File: config.mk
export PLATFORM = sky130hd
export DESIGN_NAME = rt_get_responder_flat
export DESIGN_NICKNAME = d
export VERILOG_FILES = /design/src/rtl/rt_get_responder_pkg.sv /design/src/rtl/rt_get_responder_if.sv /design/src/rtl/rt_get_responder_age_fifo.sv /design/src/rtl/rt_get_responder.sv /design/src/flat_wrapper.sv
export SDC_FILE = /design/constraint.sdc
export NUM_CORES = 1
export LEC_CHECK = 0
export ABC_AREA = 1
export CORE_MARGIN = 2
export CORE_UTILIZATION = 60
export CTS_CLUSTER_SIZE = 24
export DETAILED_ROUTE_END_ITERATION = 12
export PLACE_DENSITY = 0.81
export SLEW_MARGIN = 5
export SYNTH_ARGS = -nofsm -noshare
export SYNTH_HDL_FRONTEND = slang
export SYNTH_SLANG_ARGS = --single-unit
File: constraint.sdc
create_clock -name clk -period 4.4 [get_ports clk]
set_input_delay 0.44 -clock clk [delete_from_list [all_inputs] [get_ports clk]]
set_output_delay 0.44 -clock clk [all_outputs]
set_load 0.02 [all_outputs]
File: src/rtl/rt_get_responder_pkg.sv
// Shared types and defaults for the rt_get responder.
// Holds the head-tracking state enum, the default latency window and the
// saturating age type used by the age FIFO and the top.
package rt_get_pkg;

  localparam int DEF_DEPTH   = 4;
  localparam int DEF_MIN_LAT = 2;
  localparam int DEF_MAX_LAT = 5;
  localparam int AW          = 3;

  typedef logic [AW-1:0] age_t;

  typedef enum logic [1:0] {
    IDLE   = 2'd0,
    AGING  = 2'd1,
    WINDOW = 2'd2
  } rt_state_e;

  // One aging step: count up by one, never past max_age.
  function automatic age_t sat_inc(input age_t a, input age_t max_age);
    return (a >= max_age) ? max_age : a + age_t'(1);
  endfunction

endpackage

File: src/rtl/rt_get_responder_if.sv
// Handshake bundle between the requesting bench (master) and the
// rt_get responder (slave): get/ack inputs plus response and status outputs.
interface rt_get_responder_if #(
  parameter int DEPTH = 4
);

  logic                     get;
  logic                     controllable_ack;
  logic                     response;
  logic [$clog2(DEPTH):0]   pending;
  logic                     busy;
  logic                     error;

  modport master (
    output get,
    output controllable_ack,
    input  response,
    input  pending,
    input  busy,
    input  error
  );

  modport slave (
    input  get,
    input  controllable_ack,
    output response,
    output pending,
    output busy,
    output error
  );

endinterface

File: src/rtl/rt_get_responder_age_fifo.sv
// Circular buffer of saturating age counters, one per outstanding request.
// Every resident entry ages by one per clock; a push writes a fresh age of 0
// at the tail, a pop retires the head. Pointers wrap modulo DEPTH.
module rt_age_fifo
  import rt_get_pkg::*;
#(
  parameter  int DEPTH   = DEF_DEPTH,
  parameter  int MAX_LAT = DEF_MAX_LAT,
  localparam int PW      = $clog2(DEPTH)
) (
  input  logic        clk,
  input  logic        rst,
  input  logic        push,
  input  logic        pop,
  output age_t        head_age,
  output age_t        second_age,
  output logic [PW:0] count,
  output logic        full,
  output logic        empty,
  output logic        any_nonhead_at_max
);

  localparam age_t MAX_AGE = age_t'(MAX_LAT);

  age_t          ages [DEPTH];
  logic [PW-1:0] rd_ptr;
  logic [PW-1:0] wr_ptr;

  assign head_age   = ages[rd_ptr];
  assign second_age = ages[rd_ptr + PW'(1)];
  assign full       = (count == (PW+1)'(DEPTH));
  assign empty      = (count == '0);

  // Flag any waiting entry behind the head that has already hit the deadline.
  always_comb begin
    any_nonhead_at_max = 1'b0;
    for (int i = 1; i < DEPTH; i++) begin
      if ((i < int'(count)) && (ages[rd_ptr + PW'(i)] == MAX_AGE)) begin
        any_nonhead_at_max = 1'b1;
      end
    end
  end

  // Age all slots, then apply push at the tail and pop at the head.
  always_ff @(posedge clk) begin
    if (rst) begin
      rd_ptr <= '0;
      wr_ptr <= '0;
      count  <= '0;
      for (int i = 0; i < DEPTH; i++) begin
        ages[i] <= '0;
      end
    end else begin
      for (int i = 0; i < DEPTH; i++) begin
        ages[i] <= sat_inc(ages[i], MAX_AGE);
      end
      if (push) begin
        ages[wr_ptr] <= '0;
        wr_ptr       <= wr_ptr + PW'(1);
      end
      if (pop) begin
        rd_ptr <= rd_ptr + PW'(1);
      end
      case ({push, pop})
        2'b10:   count <= count + (PW+1)'(1);
        2'b01:   count <= count - (PW+1)'(1);
        default: count <= count;
      endcase
    end
  end

endmodule

File: src/rtl/rt_get_responder.sv
// Far end of the get/response real-time handshake. Queues get pulses with
// per-request ages and answers each one with a single response pulse once its
// age lies in [MIN_LAT, MAX_LAT]; the exact cycle is picked by
// controllable_ack, or forced when the head reaches MAX_LAT. error is sticky
// on queue overflow or deadline miss.
// Optional macro RT_RESP_TRACE_EN adds simulation-only trace messages.
module rt_get_responder
  import rt_get_pkg::*;
#(
  parameter int DEPTH   = DEF_DEPTH,
  parameter int MIN_LAT = DEF_MIN_LAT,
  parameter int MAX_LAT = DEF_MAX_LAT
) (
  input  logic              clk,
  input  logic              rst,
  rt_get_responder_if.slave bus
);

  localparam int   PW      = $clog2(DEPTH);
  localparam age_t MIN_AGE = age_t'(MIN_LAT);
  localparam age_t MAX_AGE = age_t'(MAX_LAT);

  rt_state_e   state;
  rt_state_e   state_next;
  age_t        head_age;
  age_t        second_age;
  age_t        aged_head;
  age_t        new_head_age;
  logic [PW:0] count;
  logic        full;
  logic        empty;
  logic        nonhead_late;
  logic        serve;
  logic        push;
  logic        overflow;
  logic        nonempty_next;
  logic        response_q;
  logic        error_q;

  rt_age_fifo #(
    .DEPTH   (DEPTH),
    .MAX_LAT (MAX_LAT)
  ) u_fifo (
    .clk                (clk),
    .rst                (rst),
    .push               (push),
    .pop                (serve),
    .head_age           (head_age),
    .second_age         (second_age),
    .count              (count),
    .full               (full),
    .empty              (empty),
    .any_nonhead_at_max (nonhead_late)
  );

  // Serve decision and head-tracking next state; WINDOW means the head is
  // old enough to be answered at the coming edge.
  always_comb begin
    aged_head     = sat_inc(head_age, MAX_AGE);
    serve         = (state == WINDOW) && (bus.controllable_ack || (aged_head == MAX_AGE));
    push          = bus.get && (!full || serve);
    overflow      = bus.get && full && !serve;
    new_head_age  = '0;
    nonempty_next = 1'b0;
    state_next    = IDLE;
    if (serve) begin
      if (count > (PW+1)'(1)) begin
        new_head_age = sat_inc(second_age, MAX_AGE);
      end
      nonempty_next = (count > (PW+1)'(1)) || push;
    end else begin
      if (!empty) begin
        new_head_age = aged_head;
      end
      nonempty_next = !empty || push;
    end
    if (nonempty_next) begin
      state_next = (sat_inc(new_head_age, MAX_AGE) >= MIN_AGE) ? WINDOW : AGING;
    end
  end

  // State, one-cycle response pulse and sticky error.
  always_ff @(posedge clk) begin
    if (rst) begin
      state      <= IDLE;
      response_q <= 1'b0;
      error_q    <= 1'b0;
    end else begin
      state      <= state_next;
      response_q <= serve;
      error_q    <= error_q | overflow | nonhead_late;
    end
  end

  assign bus.response = response_q;
  assign bus.pending  = count;
  assign bus.busy     = (count != '0);
  assign bus.error    = error_q;

`ifdef RT_RESP_TRACE_EN
  // Trace pushes, responses and the first cause of the sticky error.
  always_ff @(posedge clk) begin
    if (!rst) begin
      if (push) $display("get");
      if (serve) $display("response, age=%0d", aged_head);
      if (overflow && !error_q) $display("overflow");
      if (nonhead_late && !error_q) $display("deadline");
    end
  end
`else
  // No trace output in the default build.
`endif

endmodule

File: src/flat_wrapper.sv
// flat-port wrapper written by rule: the top's interface ports become plain ports
module rt_get_responder_flat import rt_get_pkg::*;
#(
  parameter int DEPTH   = DEF_DEPTH,
  parameter int MIN_LAT = DEF_MIN_LAT,
  parameter int MAX_LAT = DEF_MAX_LAT
)
  (clk, rst, bus_get, bus_controllable_ack, bus_response, bus_pending, bus_busy, bus_error);
  rt_get_responder_if #(.DEPTH(DEPTH)) bus_i ();
  input  logic clk;
  input  logic rst;
  input wire logic [$bits(bus_i.get)-1:0] bus_get;
  input wire logic [$bits(bus_i.controllable_ack)-1:0] bus_controllable_ack;
  output wire logic [$bits(bus_i.response)-1:0] bus_response;
  output wire logic [$bits(bus_i.pending)-1:0] bus_pending;
  output wire logic [$bits(bus_i.busy)-1:0] bus_busy;
  output wire logic [$bits(bus_i.error)-1:0] bus_error;
  assign bus_i.get = bus_get;
  assign bus_i.controllable_ack = bus_controllable_ack;
  assign bus_response = bus_i.response;
  assign bus_pending = bus_i.pending;
  assign bus_busy = bus_i.busy;
  assign bus_error = bus_i.error;
  rt_get_responder #(.DEPTH(DEPTH), .MIN_LAT(MIN_LAT), .MAX_LAT(MAX_LAT)) u_core (.clk(clk), .rst(rst), .bus(bus_i));
endmodule
==> out/qor.csv, run 1 <==
stage,metric,value,unit
timing,rsz0062_at_grt,no,
timing,finalMaxSlewViolations,0,
timing,hold_viol,0,
floorplan,core-area,2978,um^2
routing,wl_per_cell,11.64,um
cts,htreeDepth,1,
worst_setup_path,slowest_stage,dfxtp_1,
hold_path,hold_depth,1,
logic_synthesis,synth_edf_count,0,
power_and_ir_drop,p_leak,0.9198,nW
cts,cts_setup_buffers,0,
timing,fin_skew,0.006655,ns
logic_synthesis,synthXorXnorAreaFrac,0.4752,%
floorplan,die_area,3531,um^2
logic_synthesis,ys.flop_type,dfxtp_1,
cells_and_area,mostFrequentLayoutCell,nand2_1,
logic_synthesis,syn_area,1843,um^2
power_and_ir_drop,irDropWorstVdd,0.3003,mV
worst_setup_path,crit_path_frequent_cell,nand2_1,
routing,viasPerCell,5.330,
grt,antenna_found_initial,0,
worst_setup_path,path_buf_inv,2,
hold_path,hold-path-endpoint,u_core.u_fifo.ages[2][0],
logic_synthesis,synth_cell_types,32,
cts,cts_tree,yes,
worst_setup_path,slowest_delay,0.58,ns
cells_and_area,final_nets,297,
cts,cts_resized,0,
power_and_ir_drop,power_density,419.4,nW/um^2
timing,period_needed,2.614,ns
logic_synthesis,ys_seq_area_share,27.16,%
routing,via_count,1615,
cts,cts.root.buffer_cell,clkbuf_4,
worst_setup_path,criticalPathCategory,flip-flop to flip-flop,
routing,postRouteWirelength,3528,um
placement,port_buffers,9,
timing,worst_slew_pin_slew,0.3939,ns
timing,finalSetupViolCount,0,
logic_synthesis,synth_mux_area_share,0,%
cells_and_area,syn_to_final_growth,7.400,%
logic_synthesis,syn_nets,286,
logic_synthesis,synth_compound_area_share,14.05,%
worst_setup_path,end_kind,flip-flop,
worst_setup_path,cp-start-kind,flip-flop,
timing,slew_headroom,73.71,%
grt,grt_pass1_wl,5768,um
timing,hold_slack,0.5237,ns
worst_setup_path,rrSetupSlack,1.79,ns
logic_synthesis,yosys_warnings,0,
run_status,status,"finished, final reports clean",
floorplan,die_y,59.42,um
worst_setup_path,crit_family,simple AND/OR/NAND/NOR gates,
routing,route.antenna.remaining_nets,0,
cts,ctsHoldBuffers,0,
timing,setup_ws,1.786,ns
cells_and_area,diodes,0,
grt,grt_pass1_vias,1349,
worst_setup_path,cp_max_fo,13,
hold_path,hold_path_class,flip-flop to flip-flop,
floorplan,start_util,61.89,%
grt,globalRouteMet1Util,31.51,%
logic_synthesis,async_reset_ff_share,0,%
worst_setup_path,worstPathCellList,inv_2 > nand2_1 > nand2_2 > nand2_1 > o21ai_0 > ha_1 > inv_1 > nand3_1 > nand2_1 > a21oi_1 > or2_1 > ha_1 > nand3_1 > nand3_2 > nor2_2 > nor2_2,
cells_and_area,final_core_util,66.47,%
floorplan,ios,10,
logic_synthesis,synthAdderAreaFrac,14.94,%
cells_and_area,drive_above_1_share,15.56,%
cts,numCtsBuffers,3,
grt,top_usage_layer,met2,
cts,cts.sinks,25,
placement,place_congestion,0.9360,
logic_synthesis,yosys.area_share.simple,34.56,%
worst_setup_path,crit_arrival,2.85,ns
hold_path,hold_start,u_core.u_fifo.ages[2][0],
worst_setup_path,worstPathRequired,4.64,ns
cts,clock_latency,0.32,ns
worst_setup_path,rr_worst_depth,16,
cts,cts_buffer_depth,2,
placement,hpwlAfterDp,2808,um
cells_and_area,layout_common_cells,"nand2_1, inv_1, dfxtp_1, ha_1, a21oi_1",
logic_synthesis,yosys_register_bits,25,
logic_synthesis,netlist_instances,260,
placement,post-place-ws,1.843,ns
routing,drt_iter0_markers,95,
timing,max_freq,382.5,MHz
timing,tns,0,ns
grt,grt_overflow,0,
logic_synthesis,avgSynthCellArea,7.089,um^2
worst_setup_path,r2r_start,u_core.u_fifo.rd_ptr[0],
timing,finalCritPeriodShare,59.42,%
grt,use_met2,32.97,%
job,max_cap_viol_count,0,
worst_setup_path,reg2reg_to,u_core.state[1],
routing,drcViolationCount,0,
floorplan,die_w,59.42,um
floorplan,rows,20,
grt,grt_max_degree,15,
grt,grt_use_total,21.26,%
cts,clkTransAtPathRegs,0.14,ns
grt,grt_use_met3,1.965,%
logic_synthesis,synth_top_family_by_area,simple AND/OR/NAND/NOR gates,
routing,first_pass_iters,4,
worst max path at each step:
stage	from	endpoint	slack [ns]	depth (start not counted)
5_1_grt	u_core.u_fifo.rd_ptr[0]	u_core.state[1]	1.49	16
6_report	u_core.u_fifo.rd_ptr[0]	u_core.state[1]	1.79	16
3_5_place_dp	u_core.u_fifo.rd_ptr[0]	u_core.state[1]	1.84	15
2_1_floorplan	u_core.u_fifo.rd_ptr[0]	u_core.state[1]	2.27	13
4_1_cts	u_core.u_fifo.rd_ptr[0]	u_core.state[1]	1.81	15
3_3_place_gp	u_core.u_fifo.rd_ptr[0]	u_core.state[1]	1.92	15
registers in the layout, summed over array words and instances, names as in the netlist, named ones only:
signal                count
u_core.u_fifo.rd_ptr      2
u_core.u_fifo.wr_ptr      2
u_core.state              2
u_core.u_fifo.count       3
u_core.u_fifo.ages       12
u_core.bus.response       1
u_core.bus.error          1
worst register-to-register path, delay by kind of cell (launching register included):
kind | cells | cell delay (ns)
and+or+nand+nor | 10 | 1.10
DFF | 1 | 0.58
adders and majority gates | 2 | 0.43
buffers and inverters | 2 | 0.22
AOI/OAI and AO/OA | 2 | 0.21
layer usage:
layer	vias to the layer above	part of all wire, %
met5	-	0
met4	0	0.88
met3	4	5.7
met2	44	44
met1	710	49
li1	857	-
per-stage QoR:
| step | std cells | area [um^2] | total power (W) |
|---|---|---|---|
| 2_1_floorplan | 260 | 1843 | 0.0006433 |
| 5_1_grt | 303 | 1979 | 0.0009080 |
| 3_3_place_gp | 299 | 1952 | 0.0007205 |
| 4_1_cts | 303 | 1979 | 0.0008344 |
| 3_5_place_dp | 299 | 1952 | 0.0007283 |
| 6_report | 303 | 1979 | 0.0008302 |
logic make-up after synthesis:
family | Yosys count
and+or+nand+nor | 125
AOI/OAI and AO/OA | 48
buffers and inverters | 39
DFF | 25
adders and majority gates | 22
xor gates and xnor gates | 1
final cells by class:
cell class,count,area [um^2]
multi-input combinational,196,1180
clock inverter,1,5.005
fill,266,998.5
timing repair buffer,9,90.09
clock buffer,3,22.52
inverter,36,140.1
sequential,25,500.5
tap,33,41.29
synthesized netlist by cell type, drive strengths merged (2+ instances only):
library cell  instances  area share (%)
dfxtp                25              27
o211ai                2            0.81
o22ai                 3             1.0
inv                  35             7.1
buf                   2             1.0
a31oi                 4             1.4
nor3                  2            0.81
a21oi                18             4.9
ha                   22              15
nand2                83              20
nor2                 14             3.7
nand3                16             5.4
nor3b                 4             2.2
or2                   5             1.7
o21ai                19             5.2
power breakdown:
group,internal [W],leakage (nW),switching (W)
Combinational,0.000161,0.697,0.000254
Clock,0.0000341,0.0177,0.0000716
Sequential,0.000263,0.206,0.0000457
Note: power is estimated with default switching activity, not from simulation.
==> run 2: changes to the inputs <==
--- a/config.mk
+++ b/config.mk
@@ -7,10 +7,10 @@
 export LEC_CHECK = 0
 export ABC_AREA = 1
 export CORE_MARGIN = 2
-export CORE_UTILIZATION = 60
+export CORE_UTILIZATION = 54
 export CTS_CLUSTER_SIZE = 24
 export DETAILED_ROUTE_END_ITERATION = 12
-export PLACE_DENSITY = 0.81
+export PLACE_DENSITY = 0.77
 export SLEW_MARGIN = 5
 export SYNTH_ARGS = -nofsm -noshare
 export SYNTH_HDL_FRONTEND = slang
==> constraint.sdc (replaced) <==
create_clock -name clk -period 2.1 [get_ports clk]
set_input_delay 0.21 -clock clk [delete_from_list [all_inputs] [get_ports clk]]
set_output_delay 0.21 -clock clk [all_outputs]
set_load 0.02 [all_outputs]
==> out/qor.csv, run 2 (synthesis gave the netlist of run 1 again) <==
stage,metric,value,unit,change
run_status,status,"finished, violations left",,
run_status,violations,negative setup slack,,
floorplan,die_w,62.42,um,+5.0%
grt,grt_pass1_wl,7486,um,+30%
worst_setup_path,criticalPathCategory,flip-flop to flip-flop,,
placement,placed_area,2223,um^2,+14%
timing,fin_skew,0.002839,ns,-0.003817 ns
timing,period_needed,2.203,ns,-0.4111 ns
timing,hold_slack,0.4573,ns,-0.06635 ns
cts,cts_tree,yes,,
timing,finalMaxSlewViolations,0,,unchanged
cts,numCtsBuffers,3,,unchanged
timing,max_freq,453.9,MHz,+19%
cts,cts_buffer_depth,2,,unchanged
power_and_ir_drop,p_leak,1.182,nW,+29%
worst_setup_path,cp-start-kind,flip-flop,,
worst_setup_path,r2r_start,u_core.u_fifo.rd_ptr[0],,
cells_and_area,drive_above_1_share,39.74,%,+24 points
routing,drt_iter0_markers,93,,-2.1%
floorplan,start_util,55.67,%,-6.2 points
timing,hold_viol,0,,unchanged
grt,grt_overflow,0,,unchanged
power_and_ir_drop,power,0.002428,W,+190%
routing,route.antenna.remaining_nets,0,,unchanged
worst_setup_path,slowest_stage,dfxtp_4,,
cells_and_area,final_nets,339,,+14%
grt,grt_use_total,24.14,%,+2.9 points
worst_setup_path,crit_path_frequent_cell,nand2_2,,
worst_setup_path,rr_worst_depth,16,,unchanged
timing,finalCritPeriodShare,104.9,%,+45 points
cts,clkTransAtPathRegs,0.15,ns,about the same
cts,htreeDepth,1,,unchanged
grt,grt_max_degree,16,,+1
cells_and_area,fillers,235,,-12%
placement,port_buffers,9,,unchanged
routing,drcViolationCount,0,,unchanged
power_and_ir_drop,irDropWorstVdd,0.5312,mV,+77%
placement,post-place-ws,-0.2064,ns,-2.050 ns
timing,setup_ws,-0.1033,ns,-1.889 ns
cts,cts.root.buffer_cell,clkbuf_4,,
routing,via_count,1864,,+15%
worst_setup_path,endpoint,u_core.state[1],,
cells_and_area,largest_reg_flops,12,,unchanged
power_and_ir_drop,power_density,961.6,nW/um^2,+130%
timing,worst_slew_pin_slew,0.3675,ns,-0.02636 ns
cts,clock_latency,0.34,ns,+0.02 ns
placement,place_congestion,0.8491,,-9.3%
timing,rsz0062_at_grt,yes,,
floorplan,die_area,3896,um^2,+10%
worst_setup_path,end_kind,flip-flop,,
worst_setup_path,worstPathRequired,2.36,ns,-2.28 ns
routing,wl_per_cell,14.29,um,+23%
cells_and_area,regMostFlops,u_core.u_fifo.ages,,
worst_setup_path,crit_start,u_core.u_fifo.rd_ptr[0],,
cells_and_area,diodes,0,,unchanged
floorplan,core-area,3311,um^2,+11%
grt,antenna_found_initial,0,,unchanged
floorplan,die_y,62.42,um,+5.0%
routing,postRouteWirelength,5115,um,+45%
routing,first_pass_iters,4,,unchanged
grt,grt_pass1_vias,1617,,+20%
hold_path,hold_path_class,input port to flip-flop,,
worst_setup_path,cp_max_fo,7,,-6
cts,ctsHoldBuffers,0,,unchanged
worst_setup_path,worstPathCellList,buf_6 > nand2_2 > o21ai_2 > nand2_2 > o21ai_4 > ha_4 > inv_2 > nand3_2 > a21oi_2 > nand2_2 > nand2_4 > inv_1 > ha_4 > nand3_4 > nor2_4 > nor2_2,,
floorplan,rows,21,,+5.0%
worst_setup_path,rrSetupSlack,-0.10,ns,-1.89 ns
timing,slew_headroom,75.47,%,+1.8 points
cells_and_area,syn_to_final_growth,37.00,%,
worst_setup_path,reg2reg_to,u_core.state[1],,
placement,hpwlAfterDp,3348,um,+19%
cells_and_area,fin_area,2525,um^2,+28%
timing,finalSetupViolCount,2,,+2
cells_and_area,layout_common_cells,"nand2_1, buf_4, inv_1, nand2_2, dfxtp_1",,
floorplan,ios,10,,unchanged
cells_and_area,reg_top3,"u_core.u_fifo.ages x12, u_core.u_fifo.count x3",,
worst_setup_path,slowest_delay,0.43,ns,-0.15 ns
job,max_cap_viol_count,0,,unchanged
routing,viasPerCell,5.207,,-2.3%
cells_and_area,final_core_util,76.27,%,+9.8 points
cells_and_area,mostFrequentLayoutCell,nand2_1,,
worst_setup_path,crit_arrival,2.46,ns,-0.39 ns
cts,cts.sinks,25,,unchanged
-- run 2: cell types whose count changed in the layout (fill, tap and decap cells not counted), sizes merged --
cell / previous run / this run
clkinvlp: 0 / 1
clkinv: 2 / 1
buf: 0 / 42
dlymetal6s2s: 0 / 1
clkdlybuf4s50: 9 / 8
-- run 2: final cells by class --
class,instances,area (um^2),share of cell area [%]
clock inverters,1,7.507,0.2973
flip-flops and latches,25,515.5,20.42
well taps,46,57.56,2.279
multi-input cells,196,1355,53.67
inverters,36,155.1,6.145
repair buffers,51,411.6,16.30
clock buffers,3,22.52,0.8920
-- run 2: stage by stage --
stage          instances  TNS (ns)
2_1_floorplan        260         0
3_3_place_gp         346  -0.05828
3_5_place_dp         346   -0.3513
4_1_cts              356  -0.05682
5_1_grt              358   -0.3317
6_report             358   -0.1531
-- run 2: routing by layer --
layer / GRT usage [%] / wire (um) / up-vias
met5: 0 / 0 / -
li1: - / - / 943
met2: 41.40 / 2576 / 48
met3: 4.144 / 223 / 12
met4: 5.556 / 116 / 0
met1: 31.68 / 2199 / 861
-- run 2: power by group --
| group | total [W] | internal, W | switching (W) |
|---|---|---|---|
| sequential | 0.000656 | 0.000560 | 0.0000965 |
| combinational | 0.00153 | 0.000714 | 0.000818 |
| clock | 0.000240 | 0.0000732 | 0.000167 |
| total | 0.00243 | 0.00135 | 0.00108 |
-- run 2: worst max-delay path: cells and delay by family, from the launching register on --
family,cells,cell delay (ns)
DFF,1,0.43
AOI/OAI and AO/OA,3,0.32
buffers and inverters,3,0.28
adders and majority gates,2,0.43
and+or+nand+nor,8,0.65
-- run 2: worst min-delay path by stage --
| stage | startpoint | end | slack, ns | cells after the start |
|---|---|---|---|---|
| after floorplan | rst | u_core.bus.error | 0.28 | 1 |
| after global placement | u_core.u_fifo.wr_ptr[1] | u_core.u_fifo.wr_ptr[1] | 0.52 | 2 |
| after detailed placement | u_core.u_fifo.wr_ptr[1] | u_core.u_fifo.wr_ptr[1] | 0.52 | 2 |
| after CTS | rst | u_core.bus.error | 0.45 | 2 |
| after global routing | rst | u_core.bus.error | 0.49 | 2 |
| final | rst | u_core.bus.error | 0.46 | 2 |
-- run 2: repair_timing --
| action | CTS | global route |
|---|---|---|
| resized for setup | 30 | 38 |
| setup buffers | 6 | 2 |
| pin swaps | 17 | 14 |
| endpoints found under the setup margin | 2 | 3 |
==> run 3: changes to the inputs <==
--- a/config.mk
+++ b/config.mk
@@ -7,10 +7,10 @@
 export LEC_CHECK = 0
 export ABC_AREA = 1
 export CORE_MARGIN = 2
-export CORE_UTILIZATION = 54
+export CORE_UTILIZATION = 45
 export CTS_CLUSTER_SIZE = 24
 export DETAILED_ROUTE_END_ITERATION = 12
-export PLACE_DENSITY = 0.77
+export PLACE_DENSITY = 0.66
 export SLEW_MARGIN = 5
 export SYNTH_ARGS = -nofsm -noshare
 export SYNTH_HDL_FRONTEND = slang
==> out/qor.csv, run 3 (synthesis gave the netlist of run 1 again) <==
stage,metric,value,unit,change
cts,cts.sinks,25,,unchanged
floorplan,die_y,68.00,um,+8.9%
timing,setup_ws,-0.03893,ns,+0.06436 ns
timing,finalCritPeriodShare,101.9,%,-3.1 points
cells_and_area,final_nets,342,,+0.88%
power_and_ir_drop,power_density,961.8,nW/um^2,about the same
grt,grt_use_met3,3.125,%,-1.0 points
routing,drcViolationCount,0,,unchanged
cts,htreeDepth,1,,unchanged
floorplan,rows,23,,+9.5%
timing,slew_headroom,75.06,%,-0.41 points
worst_setup_path,end_kind,flip-flop,,
cells_and_area,final_core_util,64.02,%,-12 points
hold_path,hold-path-endpoint,u_core.bus.error,,
cells_and_area,layout_common_cells,"nand2_1, buf_4, inv_1, nand2_2",,
cells_and_area,instances_no_fill,365,,+2.0%
grt,top_usage_layer,met2,,
timing,worst_slew_pin_slew,0.3736,ns,+0.006094 ns
placement,post-place-ws,-0.1554,ns,+0.05093 ns
worst_setup_path,worstPathCellList,buf_6 > nand2_2 > o21ai_2 > nand2_2 > o21ai_2 > ha_2 > inv_2 > nand3_2 > nand2_2 > a21oi_2 > or2_4 > ha_4 > nand3_4 > nor2_4 > nor2_2,,
grt,globalRouteMet1Util,28.98,%,-2.7 points
hold_path,hold_path_class,input port to flip-flop,,
cts,numCtsBuffers,3,,unchanged
placement,place_congestion,0.8860,,+4.3%
run_status,violations,negative setup slack,,
hold_path,hold_depth,2,,unchanged
cells_and_area,syn_to_final_growth,37.95,%,
timing,finalMaxSlewViolations,0,,unchanged
routing,postRouteWirelength,4865,um,-4.9%
worst_setup_path,reg2reg_to,u_core.state[1],,
worst_setup_path,rr_worst_depth,15,,-1
placement,dp_cells,348,,+0.58%
routing,viasPerCell,4.995,,-4.1%
routing,via_count,1823,,-2.2%
placement,placed_area,2213,um^2,-0.45%
timing,period_needed,2.139,ns,-0.06436 ns
routing,wl_per_cell,13.33,um,-6.7%
grt,antenna_found_initial,0,,unchanged
cts,clkTransAtPathRegs,0.09,ns,-0.06 ns
timing,max_freq,467.5,MHz,+3.0%
worst_setup_path,crit_start,u_core.u_fifo.rd_ptr[0],,
cells_and_area,largest_reg_flops,12,,unchanged
timing,finalSetupViolCount,1,,-1
routing,route.antenna.remaining_nets,0,,unchanged
floorplan,die_area,4623,um^2,+19%
cts,cts_buffer_depth,2,,unchanged
worst_setup_path,worstPathRequired,2.28,ns,-0.08 ns
timing,fin_skew,0.006420,ns,+0.003582 ns
cells_and_area,drive_above_1_share,40.63,%,+0.89 points
worst_setup_path,criticalPathCategory,flip-flop to flip-flop,,
worst_setup_path,cp_max_fo,8,,+1
power_and_ir_drop,irDropWorstVdd,0.5045,mV,-5.0%
placement,hpwlAfterDp,3278,um,-2.1%
timing,hold_viol,0,,unchanged
timing,rsz0062_at_grt,yes,,
floorplan,core-area,3971,um^2,+20%
worst_setup_path,crit_arrival,2.32,ns,-0.14 ns
timing,tns,-0.03893,ns,+0.1142 ns
cells_and_area,mostFrequentLayoutCell,nand2_1,,
cts,ctsHoldBuffers,0,,unchanged
routing,first_pass_iters,4,,unchanged
cells_and_area,reg_top3,"u_core.u_fifo.ages x12, u_core.u_fifo.count x3",,
floorplan,ios,10,,unchanged
run_status,status,"finished, violations left",,
job,max_cap_viol_count,0,,unchanged
floorplan,start_util,46.41,%,-9.3 points
grt,grt_pass1_wl,7410,um,-1.0%
grt,grt_overflow,0,,unchanged
worst_setup_path,crit_path_frequent_cell,nand2_2,,
cells_and_area,fillers,335,,+43%
grt,grt_use_total,21.19,%,-2.9 points
routing,drt_iter0_markers,92,,-1.1%
worst_setup_path,cp-start-kind,flip-flop,,
worst_setup_path,crit_family,simple AND/OR/NAND/NOR gates,,
worst_setup_path,rrSetupSlack,-0.04,ns,+0.06 ns
worst_setup_path,path_buf_inv,2,,-1
cells_and_area,diodes,0,,unchanged
cells_and_area,multi_input_area,1341,um^2,-1.0%
grt,grt_pass1_vias,1635,,+1.1%
hold_path,hold_start,rst,,
cts,cts_tree,yes,,
cells_and_area,fin_area,2542,um^2,+0.69%
worst_setup_path,r2r_start,u_core.u_fifo.rd_ptr[0],,
worst_setup_path,slowest_delay,0.40,ns,-0.03 ns
cts,clock_latency,0.28,ns,-0.06 ns
grt,use_met2,34.47,%,-6.9 points
placement,port_buffers,9,,unchanged
worst_setup_path,slowest_stage,dfxtp_4,,
cells_and_area,regArea,514.2,um^2,-0.24%
floorplan,die_w,68.00,um,+8.9%
cells_and_area,regMostFlops,u_core.u_fifo.ages,,
cts,cts.root.buffer_cell,clkbuf_8,,
grt,grt_max_degree,14,,-2
power_and_ir_drop,p_leak,1.175,nW,-0.62%
-- run 3: area by class of cell --
cell class / instances / area share [%]
clock buffer: 4 / 1.772
inverter: 36 / 5.807
sequential: 25 / 20.23
timing repair buffer: 54 / 16.98
tap: 50 / 2.461
multi-input combinational: 196 / 52.76
-- run 3: worst max path at each step --
stage	slack, ns	depth (start not counted)	to
after floorplan	0.0007	16	u_core.state[1]
after CTS	-0.02	13	u_core.state[1]
after detailed placement	-0.16	16	u_core.state[1]
final	-0.04	15	u_core.state[1]
after global routing	-0.14	15	u_core.state[1]
after global placement	-0.09	15	u_core.state[1]
-- run 3: report_power, final --
| group | total, W | internal, W | switching [W] |
|---|---|---|---|
| logic | 0.00149 | 0.000710 | 0.000784 |
| clock network | 0.000304 | 0.000136 | 0.000167 |
| registers | 0.000647 | 0.000559 | 0.0000874 |
-- run 3: worst register-to-register path, cell delays in order, from the launching register on --
cell	delay (ns)
dfxtp_4	0.40
buf_6	0.15
nand2_2	0.06
o21ai_2	0.07
nand2_2	0.09
o21ai_2	0.07
ha_2	0.18
inv_2	0.06
nand3_2	0.08
nand2_2	0.10
a21oi_2	0.06
or2_4	0.25
ha_4	0.28
nand3_4	0.09
nor2_4	0.08
nor2_2	0.03
-- run 3: per-stage QoR --
step	hold WS (ns)	total power, W
final	0.5072	0.002445
after global routing	0.5248	0.002633
after CTS	0.5125	0.002181
after detailed placement	0.5325	0.001745
after global placement	0.5162	0.001725
after floorplan	0.2824	0.001349
-- run 3: metal layers --
metal | share of wire, % | routed length (um)
met3 | 4.8 | 233
met2 | 47 | 2285
met5 | 0 | 0
met1 | 46 | 2239
met4 | 2.2 | 107
-- run 3: repair_timing --
action                                 CTS  global route
buffers inserted                        10             3
gates resized for setup                 20            41
endpoints found under the hold margin    0             0
pin swaps                               13            20
setup endpoints to repair                2             3
